[src/rtl/plic_gateway.sv]
// Per-source RISC-V PLIC interrupt gateway: level/edge request capture, claim/complete
// handshake and saturating edge queue. Define PLIC_GATEWAY_SYNC_EN for a 2-flop input synchronizer.
`timescale 1ns/1ps
module plic_gateway #(
  parameter int unsigned MAX_PENDING_COUNT = 8
) (
  input  logic clk_i,
  input  logic rst_i,
  input  logic src_i,
  input  logic edge_lvl_i,
  input  logic claim_i,
  input  logic complete_i,
  output logic ip_o
);

  localparam int unsigned CNT_BITS = $clog2(MAX_PENDING_COUNT + 1);
  localparam logic [CNT_BITS-1:0] CNT_MAX = CNT_BITS'(MAX_PENDING_COUNT);

  typedef enum logic [1:0] {
    ST_IDLE    = 2'd0,
    ST_PENDING = 2'd1,
    ST_CLAIMED = 2'd2
  } state_e;

  state_e              state_q, state_d;
  logic [CNT_BITS-1:0] cnt_q, cnt_d;
  logic                src_q;
  logic                ip_q;
  logic                s;
  logic                rise;
  logic                req;
  logic                q_nz;
  logic                enq;
  logic                deq;

`ifdef PLIC_GATEWAY_SYNC_EN
  logic [1:0] sync_q;

  // Two-flop synchronizer for asynchronous sources
  always_ff @(posedge clk_i or posedge rst_i) begin
    if (rst_i) begin
      sync_q <= 2'b00;
    end else begin
      sync_q <= {sync_q[0], src_i};
    end
  end

  assign s = sync_q[1];
`else
  assign s = src_i;
`endif

  always_ff @(posedge clk_i or posedge rst_i) begin
    if (rst_i) begin
      state_q <= ST_IDLE;
      cnt_q   <= '0;
      src_q   <= 1'b0;
      ip_q    <= 1'b0;
    end else begin
      state_q <= state_d;
      cnt_q   <= cnt_d;
      src_q   <= s;
      ip_q    <= (state_d == ST_PENDING);
    end
  end

  // Next state and edge queue; a rise seen outside an empty IDLE is queued
  always_comb begin
    state_d = state_q;
    cnt_d   = cnt_q;
    rise    = s & ~src_q;
    req     = edge_lvl_i ? rise : s;
    q_nz    = (cnt_q != '0);
    deq     = edge_lvl_i & (state_q == ST_IDLE) & q_nz;
    enq     = edge_lvl_i & rise & ((state_q != ST_IDLE) | q_nz);

    case (state_q)
      ST_IDLE:    if (req || (edge_lvl_i && q_nz)) state_d = ST_PENDING;
      ST_PENDING: if (claim_i) state_d = ST_CLAIMED;
      ST_CLAIMED: if (complete_i) state_d = ST_IDLE;
      default:    state_d = ST_IDLE;
    endcase

    if (!edge_lvl_i) begin
      cnt_d = '0;
    end else if (enq && !deq) begin
      if (cnt_q != CNT_MAX) cnt_d = cnt_q + CNT_BITS'(1);
    end else if (deq && !enq) begin
      cnt_d = cnt_q - CNT_BITS'(1);
    end
  end

  assign ip_o = ip_q;

endmodule
[config.mk]
export PLATFORM = sky130hd
export DESIGN_NAME = plic_gateway
export DESIGN_NICKNAME = d
export VERILOG_FILES = /design/src/rtl/plic_gateway.sv
export SDC_FILE = /design/constraint.sdc
export NUM_CORES = 1
export LEC_CHECK = 0
export ABC_AREA = 1
export CAP_MARGIN = 0
export CORE_AREA = 2 2 39 41
export DETAILED_ROUTE_END_ITERATION = 8
export DIE_AREA = 0 0 41 43
export GPL_TIMING_DRIVEN = 1
export HOLD_SLACK_MARGIN = 0.1
export SYNTH_ARGS = -nofsm -noshare
export SYNTH_HDL_FRONTEND = slang
export SYNTH_SLANG_ARGS = --single-unit
[constraint.sdc]
create_clock -name clk_i -period 2.5 [get_ports clk_i]
set_input_delay 0.5 -clock clk_i [delete_from_list [all_inputs] [get_ports clk_i]]
set_output_delay 0.5 -clock clk_i [all_outputs]
set_load 0.05 [all_outputs]
Yosys cells after proc, flatten, opt, wreduce, memory -nomap -nowiden
Cells that the tools add are included.
- register bits after elaboration: 8
- bits of input ports: 6
- output and inout bits: 1
- word-level logic and storage cells: 38
- $add $sub $neg: 2
- equality and inequality tests: 6
- muxes and demuxes: 9
- bitwise gates (word level): 7
- reduce and logical (&&, ||, !) cells: 10
- operator list (operator ; count):
    $mux W4 ; 4
    $mux W2 ; 3
    $pmux W2 S3 ; 1
    $and A1 B1 Y1 ; 5
    $add A4 B1 Y4 const B ; 1
    $eq A2 B1 Y1 const B ; 2
    $ne A4 B4 Y1 const B ; 1
    $reduce_bool A4 Y1 ; 1
    $sub A4 B1 Y4 const B ; 1
    $logic_and A1 B1 Y1 ; 3
    $ne A3 B1 Y1 const B ; 1
    $ne A3 B2 Y1 const B ; 1
    $eq A2 B2 Y1 const B ; 1
    $logic_not A1 Y1 ; 2
    $logic_not A2 Y1 ; 1
    $reduce_and A2 Y1 ; 1
    $reduce_bool A2 Y1 ; 1
    $logic_or A1 B1 Y1 ; 1
    $mux W1 ; 1
    $not A1 Y1 ; 1
    $or A1 B1 Y1 ; 1

Longest topological paths before layout
- word-level depth: 9
- depth in mapped cells: 11

Least setup slack after synthesis
OpenSTA, ideal clock, no wires.
- path kind: input-to-reg
- from: input src_i
- to: register cnt_q[3]
- setup time: 122 ps
- data arrival time: 1486 ps
- slack: 892 ps
- cell stages on the path: 10
- buffers on the path: 0
- path through: inv_1 nor2_2 nand3_2 ha_1 nand2_1 nand2_1 nor2_1 nand3_1 nand2_1 o21ai_1
- cells in the longest elaborated chain, start to end: 7
- RTL lines (what ; line ; RTL):
    from (decl) ; 9 ; input logic src_i,
    $and A1 B1 Y1 * ; 71 ; rise = s & ~src_q;
    $and A1 B1 Y1 * (2 in series) ; 75 ; enq = edge_lvl_i & rise & ((state_q != ST_IDLE) | q_nz);
    $logic_not A1 Y1 ; 88 ; end else if (deq && !enq) begin
    $logic_and A1 B1 Y1 ; 88 ;
    $ne A3 B1 Y1 (no source line) ; - ;
    $reduce_and A2 Y1 (no source line) ; - ;
    to (signal assigned) ; 61 ; cnt_q <= cnt_d;
    to (decl) ; 26 ; logic [CNT_BITS-1:0] cnt_q, cnt_d;
Every way passes the cells marked *; elsewhere a longest branch is shown, timed or not.
A chain may end at the register's enable or synchronous reset.

Worst setup path in the final report
Ends and elaborated chain as after synthesis.

==> results.txt <==
Status - completed
Seq/Total Area, Yosys - 38.2%
Crit-path slowest cell - clkdlybuf4s50_1
CP Launch Type - primary input
Post-CTS setup buffer count - 0
Met2 Usage GRT - 23.4%
RSZ-0062 raised after global routing - false
GRT Total Usage - 15.7%
Fin util - 45.8%
Crit path max fanout - 4
Ant diodes - 0
Core ar. - 1380 µm²
Yosys warns - 0
Most frequent cell after synthesis - nand2_1
Number of nets in the layout - 87
Slack of the critical path - 471 ps
Initial antenna violation count - 0
Syn Inst Count - 66
Pre-CTS WS - 188 ps
Antenna viol nets, final - 0
CTS tree - built
Clock latency at the later pin of the worst-skew pair - 270 ps
Delay-heaviest family, CP - simple AND/OR/NAND/NOR gates
Worst Skew - 11.7 ps
First-pass GRT wire length - 1790 µm
Top Usage Layer GRT - met2
Clk buf depth - 2
Final min period - 2030 ps
Fill count - 150
Worst Path Arrival - 2230 ps
FF+latch count, synth - 8
Num CTS Buffers - 3
CTS resizes - 0
Cells along the critical path - clkdlybuf4s50_1 -> inv_1 -> nor2_2 -> nand3_2 -> ha_1 -> nand2_1 -> nand2_1 -> nor2_1 -> inv_1 -> nand2_1 -> nand2_1 -> o21ai_1
Number of port buffers - 6
Post-Route Setup TNS - 0 ps
Most used flip-flop cell after synthesis - dfrtp_1
Routed WL per cell - 10.4 µm
Power density over the cells - 1050 nW/µm²
Largest net degree at the start of global routing - 9
Slew of the pin with the lowest slew margin - 486 ps
H-tree depth - 1
Crit path required time - 2700 ps
# setup viols final - 0
Post-route cell area - 634 µm²
Clk slew on worst S/H paths - 60 ps
Synth cell count leaders - 16 x nand2_1, 8 x dfrtp_1, 6 x inv_1
Die X - 41 µm
Met1 Usage GRT - 18.4%
Syn Nets - 75
Met3 GRT Util - 1.57%
Hold Buf Count CTS - 0
Area fraction of the dominant cell type after synthesis - 38.2%
Synthesized area - 524 µm²
Number of global-route vias before repair - 443
Post-synth ARST share - 100%
Max VDD drop - 0.000376 V
Routed WL - 954 µm
Final hold vios - 0
Buf+Inv Stages, Crit Path - 3
FP Rows - 14
CTS sink cnt - 8
Most used cell, CP - nand2_1
Post-placement cell area - 612 µm²
Top cells by area, synth - dfrtp_1 38%, nand2_1 11%, nand3_2 5.7%
Max Fclk - 493 MHz
Root buffer cell - clkbuf_4
Die area - 1760 µm²
Layout overhead on the synthesized area - 21.0%
Max cap viols - 0
Drt pass-1 iters - 4
Vias/cell - 4.83
EDFF count, synth - 0
Initial core utilization - 37.9%
Share of layout cells above drive strength 1 - 22.4%
Routability cong. - 0.737
DRC - 0
Via count - 444
Initial DRC count - 17
Critical path class - primary input to flop
Slew Limit Fails - 0
Io pins - 7
Hold crit path type - primary input to asynchronous set/reset pin
Die Y-Extent - 43 µm
Yosys cell types - 22
Global route total overflow - 0
Leak - 0.000308 µW
Max_slew headroom - 67.5%
Final period util - 81.2%
Mean post-synth cell area - 7.94 µm²
Max stage delay on crit path - 520 ps
Yosys top cell by area - dfrtp_1
Crit. End Element - flop
DP HPWL - 767 µm
-- cell type report --
cell class / count / area [µm²] / area share [%]
Sequential cell: 8 / 200 / 31.6
Timing Repair Buffer: 7 / 67.6 / 10.7
Tap cell: 16 / 20.0 / 3.16
Clock buffer: 3 / 22.5 / 3.55
Inverter: 11 / 42.5 / 6.71
Multi-Input combinational cell: 47 / 282 / 44.4
-- placed cells by master, fill, tap and decap left out, types with 3 or more instances in the layout --
master           count
nand2_1             16
dfrtp_1              8
inv_1                6
clkdlybuf4s50_1      6
inv_2                4
nor2_1               4
o21ai_1              4
nand3_2              3
clkbuf_4             3
-- flip-flops by register name, indices dropped and copies added (netlist names) --
| register | count |
|---|---|
| cnt_q | 4 |
| state_q | 2 |
| src_q | 1 |
| ip_o | 1 |
-- power by group --
part	total (µW)	leakage [µW]	internal, µW	switching [µW]
logic	339	0.000194	131	209
registers	225	0.000100	180	44.6
clock network	103	0.0000138	55.2	48.1
-- metrics by stage --
| step | cells | hold slack, ps | total power, µW |
|---|---|---|---|
| after floorplan | 66 | 316 | 493 |
| after global placement | 89 | 506 | 560 |
| after detailed placement | 89 | 524 | 571 |
| after CTS | 92 | 496 | 675 |
| after global routing | 92 | 544 | 738 |
| final | 92 | 479 | 667 |
-- worst register-to-register path: stages, from the launching register on --
cell and delay, ps:
dfrtp_1 400, nor2_2 180, nand3_2 140, ha_1 340, nand2_1 70, nand2_1 40
nor2_1 130, inv_1 60, nand2_1 70, nand2_1 50, o21ai_1 100
-- cell families (layout without fill, tap and decap cells) --
group / after synthesis / count (layout) / share of synthesized area [%]
buffers and inverters: 11 / 21 / 8.11
flip-flops: 8 / 8 / 38.2
AND/OR/NAND/NOR: 34 / 34 / 34.4
XOR/XNOR: 1 / 1 / 1.67
adder cells (fa/ha/maj): 3 / 3 / 8.59
AO/OA/AOI/OAI: 9 / 9 / 9.07
-- final timing paths --
check	from	endpoint	slack [ps]	cells past startpoint
max	src_i	cnt_q[3]	470	12
min	rst_i	ip_o	480	2
max reg2reg	src_q	cnt_q[3]	860	10
min reg2reg	state_q[0]	state_q[1]	510	1
max in group asynchronous	rst_i	state_q[0]	1770	2
min in group clk_i	state_q[0]	state_q[1]	510	1
-- routing by layer --
metal | vias up | wire length [µm]
met5 | - | 0
met4 | 0 | 44
met3 | 5 | 27
met2 | 10 | 436
met1 | 194 | 445
li1 | 235 | -
(Power assumes the default switching activity.)
